### config.mk
export PLATFORM = sky130hd
export DESIGN_NAME = data_sram_bridge
export DESIGN_NICKNAME = d
export VERILOG_FILES = /design/src/rtl/data_sram_bridge.sv
export SDC_FILE = /design/constraint.sdc
export NUM_CORES = 1
export LEC_CHECK = 0
export BUFFER_PORTS_ARGS = -buffer_cell sky130_fd_sc_hd__buf_2
export CORE_ASPECT_RATIO = 1.2
export CORE_MARGIN = 2
export CORE_UTILIZATION = 35
export CTS_CLUSTER_DIAMETER = 200
export DETAILED_ROUTE_END_ITERATION = 12
export PLACE_DENSITY = 0.67
export RECOVER_POWER = 25
export SYNTH_ARGS = -nofsm -noshare
export SYNTH_HDL_FRONTEND = slang
export SYNTH_SLANG_ARGS = --single-unit
### constraint.sdc
create_clock -name clk -period 5.4 [get_ports clk]
set_clock_uncertainty 0.2 [all_clocks]
set_input_delay 1.08 -clock clk [delete_from_list [all_inputs] [get_ports clk]]
set_output_delay 1.08 -clock clk [all_outputs]
set_load 0.005 [all_outputs]
### src/rtl/data_sram_bridge.sv
// data_sram_bridge: turns one M-stage load/store into exactly one SRAM-like bus
// transaction, stalls the pipeline until it completes, and returns the raw word.
module data_sram_bridge #(
  parameter int ADDR_W      = 32,
  parameter int TIMEOUT_CYC = 0
) (
  input  logic              clk,
  input  logic              rst,
  input  logic              m_req,
  input  logic [3:0]        m_wen,
  input  logic [ADDR_W-1:0] m_addr,
  input  logic [31:0]       m_wdata,
  input  logic              pipe_stall,
  output logic [31:0]       m_rdata,
  output logic              m_stall,
  output logic              m_err,
  output logic              data_req,
  output logic              data_wr,
  output logic [1:0]        data_size,
  output logic [ADDR_W-1:0] data_addr,
  output logic [3:0]        data_wstrb,
  output logic [31:0]       data_wdata,
  input  logic              data_addr_ok,
  input  logic              data_ok,
  input  logic [31:0]       data_rdata
);

  // Counter only has to reach TIMEOUT_CYC-1; the abort fires on that cycle.
  localparam int CNT_W = (TIMEOUT_CYC > 1) ? $clog2(TIMEOUT_CYC) : 1;
  localparam logic [CNT_W-1:0] CNT_LAST = CNT_W'((TIMEOUT_CYC > 0) ? TIMEOUT_CYC - 1 : 0);

  typedef enum logic [1:0] {IDLE, ADDR, DATA, HOLD} state_t;

  state_t            state, state_n;
  logic [CNT_W-1:0]  cnt, cnt_n;
  logic [31:0]       rdata_n;
  logic              err_n;
  logic              req_n;
  logic              wr_n;
  logic [1:0]        size_n;
  logic [ADDR_W-1:0] addr_n;
  logic [3:0]        wstrb_n;
  logic [31:0]       wdata_n;

  logic              req_wr;
  logic [1:0]        req_size;
  logic              req_misaligned;
  logic              timeout_hit;

  // Bus size code from an unshifted store mask (SB/SH/SW).
  function automatic logic [1:0] mask_size(input logic [3:0] wen);
    if (wen[3])      return 2'd2;
    else if (wen[1]) return 2'd1;
    else             return 2'd0;
  endfunction

  // Replicate the right-justified store operand across all byte lanes.
  function automatic logic [31:0] lane_wdata(input logic [31:0] wd, input logic [1:0] size);
    case (size)
      2'd0:    return {4{wd[7:0]}};
      2'd1:    return {2{wd[15:0]}};
      default: return wd;
    endcase
  endfunction

  assign req_wr         = |m_wen;
  assign req_size       = req_wr ? mask_size(m_wen) : 2'd2;
  assign req_misaligned = req_wr && (((req_size == 2'd1) && m_addr[0]) ||
                                     ((req_size == 2'd2) && (m_addr[1:0] != 2'b00)));
  assign timeout_hit    = (TIMEOUT_CYC > 0) && (cnt == CNT_LAST);

  // Stall is combinational so the hazard unit sees it in the request cycle.
  assign m_stall = m_req && (state != HOLD);

  // State register and registered bus/result outputs.
  always_ff @(posedge clk) begin
    if (rst) begin
      state      <= IDLE;
      cnt        <= '0;
      m_rdata    <= '0;
      m_err      <= 1'b0;
      data_req   <= 1'b0;
      data_wr    <= 1'b0;
      data_size  <= 2'd0;
      data_addr  <= '0;
      data_wstrb <= 4'b0000;
      data_wdata <= '0;
    end else begin
      state      <= state_n;
      cnt        <= cnt_n;
      m_rdata    <= rdata_n;
      m_err      <= err_n;
      data_req   <= req_n;
      data_wr    <= wr_n;
      data_size  <= size_n;
      data_addr  <= addr_n;
      data_wstrb <= wstrb_n;
      data_wdata <= wdata_n;
    end
  end

  // Next-state and next-output logic; a completing data_ok wins over a timeout.
  always_comb begin
    state_n = state;
    cnt_n   = cnt;
    rdata_n = m_rdata;
    err_n   = 1'b0;
    req_n   = data_req;
    wr_n    = data_wr;
    size_n  = data_size;
    addr_n  = data_addr;
    wstrb_n = data_wstrb;
    wdata_n = data_wdata;
    case (state)
      IDLE: begin
        if (m_req) begin
          cnt_n = '0;
          if (req_misaligned) begin
            state_n = HOLD;
            err_n   = 1'b1;
            rdata_n = '0;
            req_n   = 1'b0;
          end else begin
            state_n = ADDR;
            req_n   = 1'b1;
            wr_n    = req_wr;
            size_n  = req_size;
            addr_n  = req_wr ? m_addr : {m_addr[ADDR_W-1:2], 2'b00};
            wstrb_n = req_wr ? 4'(m_wen << m_addr[1:0]) : 4'b0000;
            wdata_n = lane_wdata(m_wdata, req_size);
          end
        end
      end
      ADDR: begin
        if (data_addr_ok && data_ok) begin
          state_n = HOLD;
          req_n   = 1'b0;
          rdata_n = data_rdata;
        end else if (timeout_hit) begin
          state_n = HOLD;
          req_n   = 1'b0;
          err_n   = 1'b1;
          rdata_n = '0;
        end else begin
          cnt_n = cnt + 1'b1;
          if (data_addr_ok) begin
            state_n = DATA;
            req_n   = 1'b0;
          end
        end
      end
      DATA: begin
        if (data_ok) begin
          state_n = HOLD;
          rdata_n = data_rdata;
        end else if (timeout_hit) begin
          state_n = HOLD;
          err_n   = 1'b1;
          rdata_n = '0;
        end else begin
          cnt_n = cnt + 1'b1;
        end
      end
      HOLD: begin
        if (!pipe_stall) state_n = IDLE;
      end
      default: state_n = IDLE;
    endcase
  end

endmodule
-- Word level (Yosys, flattened, before mapping)
Index checks and enable logic that the tools add are counted.
- register bits: 107
- output and inout bits: 106
- logic and storage cells: 66
- eq/ne operators: 12
- shift operators: 1
- mux-type cells: 24
- bitwise logic cells: 3
- reductions and logical operators: 17
- operators with widths (kind ; number):
    $mux 32 ; 4
    $pmux 32 s3 ; 1
    $pmux 32 s2 ; 1
    $mux 2 ; 9
    $ne 2x2->1 const B ; 6
    $pmux 2 s4 ; 1
    $eq 2x2->1 const B ; 3
    $mux 1 ; 6
    $reduce_and 3->1 ; 2
    $logic_and 1x1->1 ; 5
    $reduce_and 5->1 ; 1
    $eq 2x1->1 const B ; 2
    $logic_not 2->1 ; 2
    $mux 4 ; 1
    $reduce_and 4->1 ; 1
    $reduce_bool 2->1 ; 2
    $reduce_or 4->1 ; 1
    $shl 4x2->4 ; 1
    $ne 3x3->1 const B ; 1
    $not 1->1 ; 3
    $reduce_bool 3->1 ; 1
    $reduce_or 3->1 ; 1
    $pmux 1 s2 ; 1
    $logic_or 1x1->1 ; 1

-- Longest topological paths before layout
Gate-level depths: netlist of run 1.
- depth after elaboration: 10
- gate-level depth with buffers: 9
- gate-level depth less buffers: 6

-- Worst setup path before layout of run 1
No wires, ideal clock.
- path kind: input port to output port
- start: input port m_req
- end: output port m_stall
- data arrival time: 1.211 ns
- required time: 4.120 ns
- path slack: 2.909 ns
- stages on the path: 1
- path through: nor2b_1
- word-level cells in the longest chain between the ends: 1
- ends and longest elaborated chain (what ; line ; RTL):
    start: declaration ; 9 ; input logic m_req,
    $logic_and 1x1->1 ; 73 ; assign m_stall = m_req && (state != HOLD);
    end: declaration ; 15 ; output logic m_stall,
No other way between the ends.

-- Final worst setup path of run 1
- start: input port m_addr[0]
- end: register data_wdata[27]
- word-level cells in the longest chain between the ends: 6
- elaborated cells between the ends (all ways): 7
- those cells by class: bitwise (1); reduce/logical (6)
- ends and longest elaborated chain (what ; line ; RTL):
    start: declaration ; 11 ; input logic [ADDR_W-1:0] m_addr,
    $reduce_bool 2->1 ; 69 ; ((req_size == 2'd2) && (m_addr[1:0] != 2'b00)));
    $logic_and 1x1->1 ; 69 ;
    $logic_or 1x1->1 * ; 68 ; assign req_misaligned = req_wr && (((req_size == 2'd1) && m_addr[0]) ||
    $logic_and 1x1->1 * ; 68 ;
    $not 1->1 (no source line) * ; -- ;
    $reduce_and 3->1 (no source line) * ; -- ;
    end signal: assignment ; 98 ; data_wdata <= wdata_n;
    end: declaration ; 22 ; output logic [31:0] data_wdata,
Mark *: on every way between the ends. The rest lies on a longest branch, timed or not.
A chain may end at the register's enable or synchronous reset.

==> results of run 1 <==
## sequential cells by signal, indices dropped and copies added, names as in the netlist
| register | cells |
|---|---|
| data_addr | 32 |
| data_req | 1 |
| data_size | 2 |
| data_wdata | 32 |
| data_wr | 1 |
| data_wstrb | 4 |
| m_err | 1 |
| m_rdata | 32 |
| state | 2 |
## layout make-up
| class | count | area (um2) |
|---|---|---|
| tap | 164 | 205.2 |
| clock inverter | 5 | 102.6 |
| fill | 1295 | 6783 |
| inverter | 3 | 11.26 |
| sequential | 107 | 2142 |
| clock buffer | 10 | 229.0 |
| timing repair buffer | 214 | 1054 |
| multi-input combinational | 385 | 2086 |
## Yosys cell counts (all sizes together), types with 2 or more instances
| cell type | count | area share [%] |
|---|---|---|
| a2111oi | 2 | 0.81 |
| buf | 28 | 3.8 |
| a21o | 8 | 1.3 |
| nand4 | 34 | 4.7 |
| nand3 | 10 | 1.1 |
| o21ai | 35 | 3.9 |
| a2111o | 2 | 0.50 |
| or2 | 2 | 0.28 |
| dfxtp | 107 | 48 |
| nor3 | 2 | 0.33 |
| nand3b | 8 | 1.3 |
| clkbuf | 25 | 2.1 |
| or3 | 2 | 0.28 |
| nand2 | 104 | 8.7 |
| nor2b | 3 | 0.42 |
| and3 | 2 | 0.28 |
| a21oi | 90 | 10 |
| inv | 3 | 0.25 |
| mux2i | 10 | 2.2 |
| a211oi | 16 | 2.7 |
| ha | 4 | 1.1 |
| nor2 | 32 | 2.7 |
| a311oi | 8 | 1.6 |
## path summary, 6_finish.rpt
path / startpoint / end / slack, ps / depth (start not counted)
worst max-delay path: m_addr[0] / data_wdata[27] / 2140 / 6
worst min-delay path: data_addr[2] / data_addr[2] / 250 / 2
worst max register to register: state[0] / data_wdata[10] / 2410 / 7
worst min register to register: data_addr[2] / data_addr[2] / 250 / 2
## where the power goes
group / switching [W] / internal [W] / leakage [nW]
logic: 0.000608 / 0.000310 / 1.48
clock network: 0.000284 / 0.000450 / 0.159
registers: 0.0000656 / 0.000921 / 0.871
## through the flow
stage | std cells | power [W] | setup WS, ps | util [%] | hold WS, ps
floorplan | 548 | 0.001673 | 2909 | - | 248.2
global placement | 873 | 0.001895 | 1853 | 43.81 | 238.8
detailed placement | 873 | 0.001927 | 1783 | 43.81 | 243.0
CTS | 888 | 0.002671 | 2157 | 46.44 | 252.3
global route | 888 | 0.002813 | 1884 | 46.22 | 268.7
finish | 888 | 0.002639 | 2138 | 46.22 | 251.4
## placed cells by master (no fill, tap or decap), types with 2 or more instances in the layout
cell type,count
nand3b_1,8
inv_1,3
a21oi_1,90
a211oi_1,16
a311oi_1,8
clkbuf_1,22
ha_1,4
o21ai_0,34
a21o_1,8
nand2_1,104
mux2i_1,10
nand3_1,10
or3_1,2
nand4_1,34
buf_2,188
bufinv_16,3
buf_4,4
nor2b_1,3
dfxtp_1,107
a2111o_1,2
nor2_1,32
clkbuf_16,9
and3_1,2
## layer usage
metal | vias to the layer above | wire length (um) | part of all wire [%]
met4 | 0 | 238 | 1.8
met1 | 2169 | 5532 | 42
li1 | 2274 | - | -
met5 | - | 0 | 0
met2 | 183 | 6444 | 48
met3 | 21 | 1091 | 8.2
## worst max-delay path, delay by kind of cell
family / cells / cell delay, ps
and+or+nand+nor: 1 / 880
buffers and inverters: 2 / 760
AOI/OAI and AO/OA: 3 / 520
## logic make-up after synthesis
group,share of synthesized area (%)
DFF,47.60
buffers and inverters,6.172
muxes,2.474
adders and majority gates,1.112
and+or+nand+nor,20.93
AOI/OAI and AO/OA,21.71
==> flow_summary.toml, run 1 <==
[critical_path]
cp-end-kind = "register"
crit_type = "input pin to register"
critical_path.max_fanout = 33
critPathMaxStageDelay_ps = 880
crit_slowest_cell = "nand4_1"
path_cells = "buf_2 -> o21ai_0 -> nand4_1 -> buf_4 -> a21oi_1 -> a211oi_1"
arrival_ps = 3240
cp.required_ps = 5380
cp-start-kind = "input pin"

[route]
route.detailed.drc = 0
ant_nets = 0
vias_per_cell = 5.233
drtIter0Drc = 331
vias = 4647
drt_first_pass_iters = 6
wl_per_cell_um = 14.99
wl_mm = 13.31

[yosys]
yosysSeqAreaShare_pct = 47.60
syn_area_per_cell_um2 = 8.213
synth_enable_flop_cells = 0
async_flop_share_pct = 0
synth.cell_area_um2 = 4501
ys_seq_elements = 107
syn_nets = 658
synthCells = 548
synth_ff_type = "dfxtp_1"
synth_cell_types = 41
ys_warn_count = 0

[clock_tree]
cts_tree = "built"
cts.reportedPaths.clkPinSlew_ps = 70
cts_root_buffer = "clkbuf_16"
postCtsHoldBufs = 0
cts_buffers = 9
post-cts-setup-buffers = 0
cts_resized = 0
htree_levels = 3
clock_sinks = 107
clock_latency_ps = 340
cts_buffer_depth = 2

[cells_and_area]
syn2layout_area_growth_pct = 29.52
drive_above_1_share_pct = 29.28
n_antenna_cell = 0
fin_area_um2 = 5829
finalNetCount = 830

[floorplanning]
io_pins = 212
dieArea_um2 = 13790
start_util_pct = 35.68
die_h_um = 128.2
die_w_um = 107.5
rows = 45
coreArea_um2 = 12610

[sta]
fin_crit_sh_pct = 60.41
finalHoldViolations = 0
fmax_mhz = 306.5
setup_violations = 0
period_needed_ps = 3262
finalSetupTns_ps = 0
drv_slew = 0
tightest_slew_ps = 1293
rsz0062_at_grt = "no"
relSlewSlack_pct = 13.79

[global_routing]
met1_usage_pct = 22.58
grt_max_degree = 108
use_met3_pct = 4.931
grt_pass1_vias = 4197
met2_usage_pct = 30.67
antenna_found_initial = 0
top_usage_layer = "met2"
grt_overflow = 0
grt_util_all_layers_pct = 18.34
grt_pass1_wl_mm = 20.34

[pwr]
ir_drop_uv = 197.7
power_density_nw_per_um2 = 452.6
leakage_nw = 2.509

[status]
status = "finished, final reports clean"

[worst_hold_path]
hold_path.class = "register to register"

[placed_design]
port_buffers = 211
gp_congestion = 0.7911
placed_area_um2 = 5525
dp_hpwl_mm = 9.278

[job]
maxCapViolations = 0
Power figures use the tool's default switching activity.
==> run 2, diff against run 1 <==
clock period = 3.4 ns   (was 5.4 ns; I/O delays follow)
==> run 2 against run 1 <==
Effect of this change:
- sequential share of layout area down 0.24 points
- first-iteration DRC count rose by 9.1%
- clock power rose by 44%
- largest power group unchanged
- highest routed layer unchanged
==> flow_summary.toml, run 2 (synthesis gave the netlist of run 1 again) <==
[route]
vias = 4651
drtIter0Drc = 361
wl_per_cell_um = 14.89
route.detailed.drc = 0
drt_first_pass_iters = 5
ant_nets = 0
vias_per_cell = 5.191
wl_mm = 13.34

[pwr]
swShare_pct = 37.82
power_density_nw_per_um2 = 700.7
total_power_w = 0.004112
p_clk_share_pct = 25.9
p_seq_share_pct = 38.1
leakage_nw = 2.548
p_comb_share_pct = 36.0
ir_drop_uv = 373.2
internal-power_w = 0.002557
p_sw_w = 0.001555

[critical_path]
cp-end-kind = "register"
crit_type = "register to register"
cp.required_ps = 3470
cp-start-kind = "register"
arrival_ps = 2700
r2r_setup_slack_ps = 780
critical_path.max_fanout = 21

[global_routing]
grt_overflow = 0
grt_max_degree = 82
antenna_found_initial = 0
grt_pass1_wl_mm = 20.87
grt_util_all_layers_pct = 18.69
grt_pass1_vias = 4302

[sta]
tightest_slew_ps = 993.4
drv_slew = 0
fin_hold_ws_ps = 254.2
setup_violations = 0
rsz0062_at_grt = "no"
fin_crit_sh_pct = 77.17
period_needed_ps = 2624
fmax_mhz = 381.2
finalHoldViolations = 0
relSlewSlack_pct = 33.77
finalSetupTns_ps = 0

[placed_design]
placed_cells = 880
dp_hpwl_mm = 9.292
gp_congestion = 0.7528
port_buffers = 211

[cells_and_area]
syn2layout_area_growth_pct = 30.39
layout_commonest_cell = "buf_2"
final_cell_mix = "buf_2, dfxtp_1, nand2_1"
stdcell_count = 896
largest_registers = "data_addr x32, data_wdata x32, m_rdata x32"
drive_above_1_share_pct = 30.74
finalNetCount = 837
n_antenna_cell = 0

[clock_tree]
cts_root_buffer = "clkbuf_16"
postCtsHoldBufs = 0
cts_tree = "built"
cts_buffers = 9
cts_resized = 0
post-cts-setup-buffers = 0
clock_latency_ps = 340
htree_levels = 3
cts_buffer_depth = 2
cts.reportedPaths.clkPinSlew_ps = 70
clock_sinks = 107

[floorplanning]
coreArea_um2 = 12610
die_w_um = 107.5
io_pins = 212
rows = 45
dieArea_um2 = 13790
start_util_pct = 35.68
die_h_um = 128.2

[job]
maxCapViolations = 0

[worst_hold_path]
hold_path.class = "register to register"

[status]
status = "finished, final reports clean"
[run 2: cell count changes in the layout (fill, tap and decap cells not counted), sizes merged]
cell / before / now
buf: 193 / 203
bufinv: 3 / 1
clkbuf: 31 / 27
clkinv: 1 / 2
clkinvlp: 1 / 2
inv: 3 / 5
[run 2: layout make-up]
class / instances / area (um2)
clock buffer: 9 / 225.2
clock inverter: 7 / 75.07
fill: 1277 / 6744
inverter: 3 / 11.26
multi-input combinational: 385 / 2086
sequential: 107 / 2142
tap: 164 / 205.2
timing repair buffer: 221 / 1124
[run 2: final timing paths]
| kind | start | end | depth (start not counted) |
|---|---|---|---|
| setup reg to reg | state[0] | m_rdata[12] | 7 |
| setup / recovery | state[0] | m_rdata[12] | 7 |
| hold reg to reg | data_addr[30] | data_addr[30] | 2 |
| hold / removal | data_addr[30] | data_addr[30] | 2 |
[run 2: stage by stage]
| step | setup slack (ps) | util (%) | area, um2 |
|---|---|---|---|
| after CTS | 788.5 | 46.71 | 5891 |
| final | 776.4 | 46.53 | 5868 |
| after global routing | 507.1 | 46.53 | 5868 |
| after floorplan | 1360 | - | 4501 |
| after global placement | 844.3 | 44.33 | 5590 |
| after detailed placement | 764.8 | 44.33 | 5590 |
[run 2: worst max-delay path, cell delays in order, from the launching register on]
cell       delay [ps]
dfxtp_1           380
inv_1              90
ha_1              330
and2b_1           270
a2111oi_4         560
buf_4             370
nand4_1           120
a21oi_1           210
[run 2: routing by layer]
| layer | part of all wire [%] | up-vias | GRT usage [%] |
|---|---|---|---|
| met3 | 6.5 | 24 | 3.457 |
| li1 | - | 2283 | - |
| met4 | 2.2 | 0 | 8.220 |
| met5 | 0 | - | 0 |
| met1 | 43 | 2182 | 23.81 |
| met2 | 49 | 162 | 30.71 |
[run 2: power groups by stage]
| stage | logic [W] | clock network [W] | registers (W) |
|---|---|---|---|
| finish | 0.00148 | 0.00106 | 0.00157 |
| global route | 0.00167 | 0.00114 | 0.00159 |
| CTS | 0.00149 | 0.00109 | 0.00157 |
| detailed placement | 0.00149 | 0 | 0.00159 |
| global placement | 0.00144 | 0 | 0.00158 |
| floorplan | 0.00105 | 0 | 0.00160 |
